[config.mk]
export PLATFORM = sky130hd
export DESIGN_NAME = arb_mux_nx1
export DESIGN_NICKNAME = d
export VERILOG_FILES = /design/src/rtl/mips_pkg.sv /design/src/rtl/arb_mux_nx1_rr_arbiter.sv /design/src/rtl/arb_mux_nx1.sv
export SDC_FILE = /design/constraint.sdc
export NUM_CORES = 1
export LEC_CHECK = 0
export ABC_AREA = 0
export CAP_MARGIN = 0
export CORE_ASPECT_RATIO = 0.5
export CORE_UTILIZATION = 40
export CTS_CLUSTER_DIAMETER = 120
export DETAILED_ROUTE_END_ITERATION = 7
export HOLD_SLACK_MARGIN = 0.05
export MAX_ROUTING_LAYER = met4
export PLACE_DENSITY_LB_ADDON = 0.25
export SYNTH_ARGS = -nofsm -noshare
export SYNTH_HDL_FRONTEND = slang
export SYNTH_SLANG_ARGS = --single-unit
[constraint.sdc]
create_clock -name clk -period 9.7 [get_ports clk]
set_clock_uncertainty 0.15 [all_clocks]
set_input_delay 2.91 -clock clk [delete_from_list [all_inputs] [get_ports clk]]
set_output_delay 2.91 -clock clk [all_outputs]
set_load 0.02 [all_outputs]
[src/rtl/mips_pkg.sv]
// Shared constants and helpers for the datapath multiplexers.
package mips_pkg;

   localparam logic MODE_DIRECT = 1'b0;
   localparam logic MODE_RR     = 1'b1;

   // Index width for n channels, never narrower than one bit.
   function automatic int clog2(input int n);
      int w;
      w = 0;
      while ((1 << w) < n) w++;
      return (w < 1) ? 1 : w;
   endfunction

endpackage

[src/rtl/arb_mux_nx1_rr_arbiter.sv]
// Combinational round-robin arbiter: first requester after last_grant wins, with wrap.
module rr_arbiter
   import mips_pkg::*;
#(
   parameter  int NUM_INPUTS = 4,
   localparam int SEL_WIDTH  = clog2(NUM_INPUTS)
) (
   input  logic [NUM_INPUTS-1:0] i_req,
   input  logic [SEL_WIDTH-1:0]  i_last_grant,
   output logic [NUM_INPUTS-1:0] o_gnt,
   output logic [SEL_WIDTH-1:0]  o_gnt_idx,
   output logic                  o_gnt_vld
);

   always_comb begin
      logic [SEL_WIDTH-1:0] w_cand;
      o_gnt     = '0;
      o_gnt_idx = '0;
      o_gnt_vld = 1'b0;
      w_cand    = '0;
      // Offset NUM_INPUTS brings the search back to last_grant itself, checked last.
      for (int k = 1; k <= NUM_INPUTS; k++) begin
         w_cand = SEL_WIDTH'((int'(i_last_grant) + k) % NUM_INPUTS);
         if (!o_gnt_vld && i_req[w_cand]) begin
            o_gnt_vld     = 1'b1;
            o_gnt[w_cand] = 1'b1;
            o_gnt_idx     = w_cand;
         end
      end
   end

endmodule

[src/rtl/arb_mux_nx1.sv]
// Registered N-to-1 mux with valid/ready on every channel; direct select or round-robin.
module arb_mux_nx1
   import mips_pkg::*;
#(
   parameter  int DATA_WIDTH = 32,
   parameter  int NUM_INPUTS = 4,
   localparam int SEL_WIDTH  = clog2(NUM_INPUTS)
) (
   input  logic                             clk,
   input  logic                             rst,
   input  logic                             mode,
   input  logic [SEL_WIDTH-1:0]             sel,
   input  logic [NUM_INPUTS*DATA_WIDTH-1:0] in_data,
   input  logic [NUM_INPUTS-1:0]            in_valid,
   output logic [NUM_INPUTS-1:0]            in_ready,
   output logic [DATA_WIDTH-1:0]            out_data,
   output logic                             out_valid,
   input  logic                             out_ready,
   output logic [SEL_WIDTH-1:0]             out_src
);

   logic [DATA_WIDTH-1:0] r_data_p1;
   logic [SEL_WIDTH-1:0]  r_src_p1;
   logic                  r_vld_p1;
   logic [SEL_WIDTH-1:0]  r_last_grant;

   logic                  w_can_accept;
   logic [NUM_INPUTS-1:0] w_rr_gnt;
   logic [SEL_WIDTH-1:0]  w_rr_idx;
   logic                  w_rr_vld;
   logic [NUM_INPUTS-1:0] w_dir_gnt;
   logic                  w_dir_vld;
   logic [NUM_INPUTS-1:0] w_gnt;
   logic [SEL_WIDTH-1:0]  w_gnt_idx;
   logic                  w_gnt_vld;
   logic                  w_xfer;
   logic [DATA_WIDTH-1:0] w_mux_data;

   assign w_can_accept = !r_vld_p1 || out_ready;

   rr_arbiter #(
      .NUM_INPUTS (NUM_INPUTS)
   ) u_rr (
      .i_req        (in_valid),
      .i_last_grant (r_last_grant),
      .o_gnt        (w_rr_gnt),
      .o_gnt_idx    (w_rr_idx),
      .o_gnt_vld    (w_rr_vld)
   );

   // An out-of-range sel matches no channel, so it simply produces no grant.
   always_comb begin
      w_dir_gnt = '0;
      w_dir_vld = 1'b0;
      for (int i = 0; i < NUM_INPUTS; i++) begin
         if (sel == SEL_WIDTH'(i) && in_valid[i]) begin
            w_dir_gnt[i] = 1'b1;
            w_dir_vld    = 1'b1;
         end
      end
   end

   always_comb begin
      if (mode == MODE_RR) begin
         w_gnt     = w_rr_gnt;
         w_gnt_idx = w_rr_idx;
         w_gnt_vld = w_rr_vld;
      end else begin
         w_gnt     = w_dir_gnt;
         w_gnt_idx = sel;
         w_gnt_vld = w_dir_vld;
      end
   end

   always_comb begin
      w_mux_data = '0;
      for (int i = 0; i < NUM_INPUTS; i++) begin
         if (w_gnt_idx == SEL_WIDTH'(i)) w_mux_data = in_data[i*DATA_WIDTH +: DATA_WIDTH];
      end
   end

   // Reset blocks every handshake so nothing is consumed during a reset cycle.
   assign in_ready = (w_can_accept && !rst) ? w_gnt : '0;
   assign w_xfer   = w_gnt_vld && w_can_accept && !rst;

   // Stage p1: output register and round-robin pointer.
   always_ff @(posedge clk) begin
      if (rst) begin
         r_vld_p1     <= 1'b0;
         r_data_p1    <= '0;
         r_src_p1     <= '0;
         r_last_grant <= SEL_WIDTH'(NUM_INPUTS - 1);
      end else if (w_xfer) begin
         r_vld_p1  <= 1'b1;
         r_data_p1 <= w_mux_data;
         r_src_p1  <= w_gnt_idx;
         if (mode == MODE_RR) r_last_grant <= w_gnt_idx;
      end else if (out_ready) begin
         r_vld_p1 <= 1'b0;
      end
   end

   assign out_data  = r_data_p1;
   assign out_valid = r_vld_p1;
   assign out_src   = r_src_p1;

endmodule

==> flow_summary.yaml <==
global_route:
  grt_pass1_wl_um: 14920
  gr-total-overflow: 0
  track_usage: 0.2345
  antenna_violations_before_repair: 0
  first_global_vias: 3136
  largest_net_degree_at_the_start_of_global_routing: 58
detailed_routing:
  drt_first_iter_violations: 127
  detailroute.via_count: 3273
  routed_wl_um: 9228
  routedWlPerCell_um: 15.00
  drtPass1Iterations: 4
  post_drt_via_cell_ratio: 5.322
  drc_errors: 0
  final_antenna_net_count: 0
sta:
  timing.fmax_mhz: 111.8
  timing.final.ws_setup_ns: 0.7563
  final-setup-viol-count: 0
  setup_repair_after_global_routing_missed_its_margin: "false"
  relSlewSlack: 0.5119
  timing.final.hold_violations: 0
  final.period_utilization: 0.9220
  fin_setup_tns_ns: 0
  worst_slew_pin_slew_ns: 0.7118
  max_slew_violation_total_from_the_final_report: 0
  timing.final.crit_period_ns: 8.944
synthesis:
  cell_area_after_synthesis_um2: 3067
  synth_edf_count: 0
  synth.lib_cells_used.distinct: 45
  synthFlopType: "sky130_fd_sc_hd__dfxtp_1"
  synth_sequential_area_ratio: 0.2415
  synth.avg_cell_area_um2: 8.448
  syn_inst: 363
  synth-warning-count: 0
  synth_fp_nets: 509
  synth-async-reset-ratio: 0
  ys_ff_latch: 37
clocking:
  clkTransAtPathRegs_ns: 0.05
  clock-sinks: 37
  cts-root-to-sink-buffers: 2
  post-cts-setup-buffer-count: 0
  hold_buffers: 0
  tritoncts: "done"
  cts-resized-gates: 0
  cts-htree-levels: 2
  cts_buffers: 5
  worst_skew_pair.late_latency_ns: 0.27
  clockRootBuffer: "sky130_fd_sc_hd__clkbuf_16"
finish:
  multi_input_area_um2: 2141
  most-common-layout-cells: "sky130_fd_sc_hd__clkdlybuf4s50_1, sky130_fd_sc_hd__nand2_1, sky130_fd_sc_hd__mux2i_1, sky130_fd_sc_hd__dfxtp_1"
  final_util: 0.6732
  area.sequential_um2: 740.7
  antenna_cells: 0
  drive_gt1_frac: 0.08671
  layout.filler_cells: 655
  layout_commonest_cell: "sky130_fd_sc_hd__clkdlybuf4s50_1"
  final_net_count: 665
  area_delta_synth_final_pct: 61.93
worst_setup_path:
  critical_path_class: "in -> out"
  cp_cell_sequence: "clkdlybuf4s50_1 -> mux4_2 -> nor2b_1 -> nor3b_1 -> a22o_1 -> o21ai_0 -> a21oi_1 -> clkdlybuf4s50_1"
  end_kind: "primary output"
  timing.critical_path.required_ns: 6.64
  crit_path_max_delay_cell_type: "sky130_fd_sc_hd__clkdlybuf4s50_1"
  critical_path_peak_fanout: 11
  cp.buffers_inverters: 2
  cpMostUsedCell: "sky130_fd_sc_hd__clkdlybuf4s50_1"
  cpPeakStageDelay_ns: 0.63
  cp_top_family: "buffers and inverters"
  arrival_ns: 5.88
  critical_path.startpoint_type: "input pin"
worst_hold_path:
  hp-class: "reg -> reg"
run:
  maxCapViolations: 0
pwr:
  vdd_drop_max_mv: 0.1109
  static-leakage-power_nw: 1.970
  pwr_cell_area_nw_per_um2: 134.1
  fin_total_pwr_mw: 0.6661
placement:
  dp_slack_ns: 0.8242
  routability_congestion: 0.8763
  hpwl_um: 7018
  place.port_buffers: 176
floorplanning:
  die_w_um: 125.8
  ios: 177
  design.die.area_um2: 8042
  std_cell_rows: 22
  floorplan.die.height_um: 63.92
  initial_core_util: 0.4157
  coreArea_um2: 7377
outcome:
  status: "finished clean"
-- routing by layer --
layer / global-route usage / wire (um)
met1: 0.2807 / 3975
met5: - / 0
met4: 0.03464 / 84
met2: 0.4285 / 4760
met3: 0.03601 / 408
-- registers in the layout, indices dropped and copies added, names as in the netlist --
register	count
out_valid	1
out_data	32
out_src	2
r_last_grant	2
-- report_power, final --
part           switching, mW  total (mW)  leakage [nW]  internal (mW)
logic                  0.151       0.315          1.59          0.164
registers             0.0158       0.195         0.306          0.179
clock network         0.0561       0.157        0.0700          0.101
-- synthesized netlist by cell type, drive strengths merged, types with 2 or more instances --
library cell / count / area, um2
mux4: 4 / 90.09
dfxtp: 37 / 740.7
a21boi: 27 / 202.7
nand2: 41 / 177.7
nor2b: 3 / 18.77
mux2: 2 / 22.52
and3: 27 / 168.9
buf: 13 / 107.6
a31oi: 6 / 43.79
clkbuf: 18 / 67.56
a22oi: 4 / 30.03
nand3b: 2 / 15.01
nand2b: 5 / 38.78
ha: 8 / 100.1
a21o: 2 / 22.52
o21ai: 38 / 190.2
a22o: 4 / 35.03
nor3b: 2 / 15.01
or2: 2 / 12.51
nor2: 10 / 37.54
o211ai: 33 / 342.8
inv: 8 / 30.03
mux2i: 37 / 370.4
a21oi: 16 / 91.34
nand3: 6 / 30.03
-- kinds of logic (layout without fill, tap and decap cells) --
family                     after synthesis  after routing  share of synthesized area
xor gates and xnor gates                 1              1                   0.002856
and+or+nand+nor                        100            100                     0.1726
AOI/OAI and AO/OA                      135            135                     0.3260
muxes                                   43             43                     0.1575
adders and majority gates                8              8                    0.03264
buffers and inverters                   39            195                    0.06691
DFF                                     37             37                     0.2415
-- final timing paths --
check                                             startpoint  depth (start not counted)  slack (ns)                         to
worst min register to register       out_src[1]$_SDFFE_PP0P_                          2        0.31    out_src[1]$_SDFFE_PP0P_
worst max register to register  r_last_grant[0]$_SDFFE_PP1P_                          9        5.83  out_data[18]$_SDFFE_PP0P_
worst max-delay path                             in_valid[2]                          8        0.76                in_ready[3]
worst min-delay path                 out_src[1]$_SDFFE_PP0P_                          2        0.31    out_src[1]$_SDFFE_PP0P_
-- layout make-up --
cell class	instances	share of cell area
inverter	8	0.006047
multi-input combinational	287	0.4311
timing repair buffer	180	0.3608
tap	96	0.02419
sequential	37	0.1492
clock buffer	7	0.02872
-- tightest hold or removal path: stages (launching register included) --
cell	delay, ns
sky130_fd_sc_hd__dfxtp_1	0.31
sky130_fd_sc_hd__nand2_1	0.05
sky130_fd_sc_hd__a21oi_1	0.05
-- per-stage QoR --
stage / cells / hold WS, ns / cell area, um2
2_1_floorplan: 363 / 0.3777 / 3067
3_3_place_gp: 608 / 0.2977 / 4823
3_5_place_dp: 608 / 0.3074 / 4823
4_1_cts: 615 / 0.3128 / 4966
5_1_grt: 615 / 0.3320 / 4966
6_report: 615 / 0.3062 / 4966
Note: power is estimated with default switching activity, not from simulation.
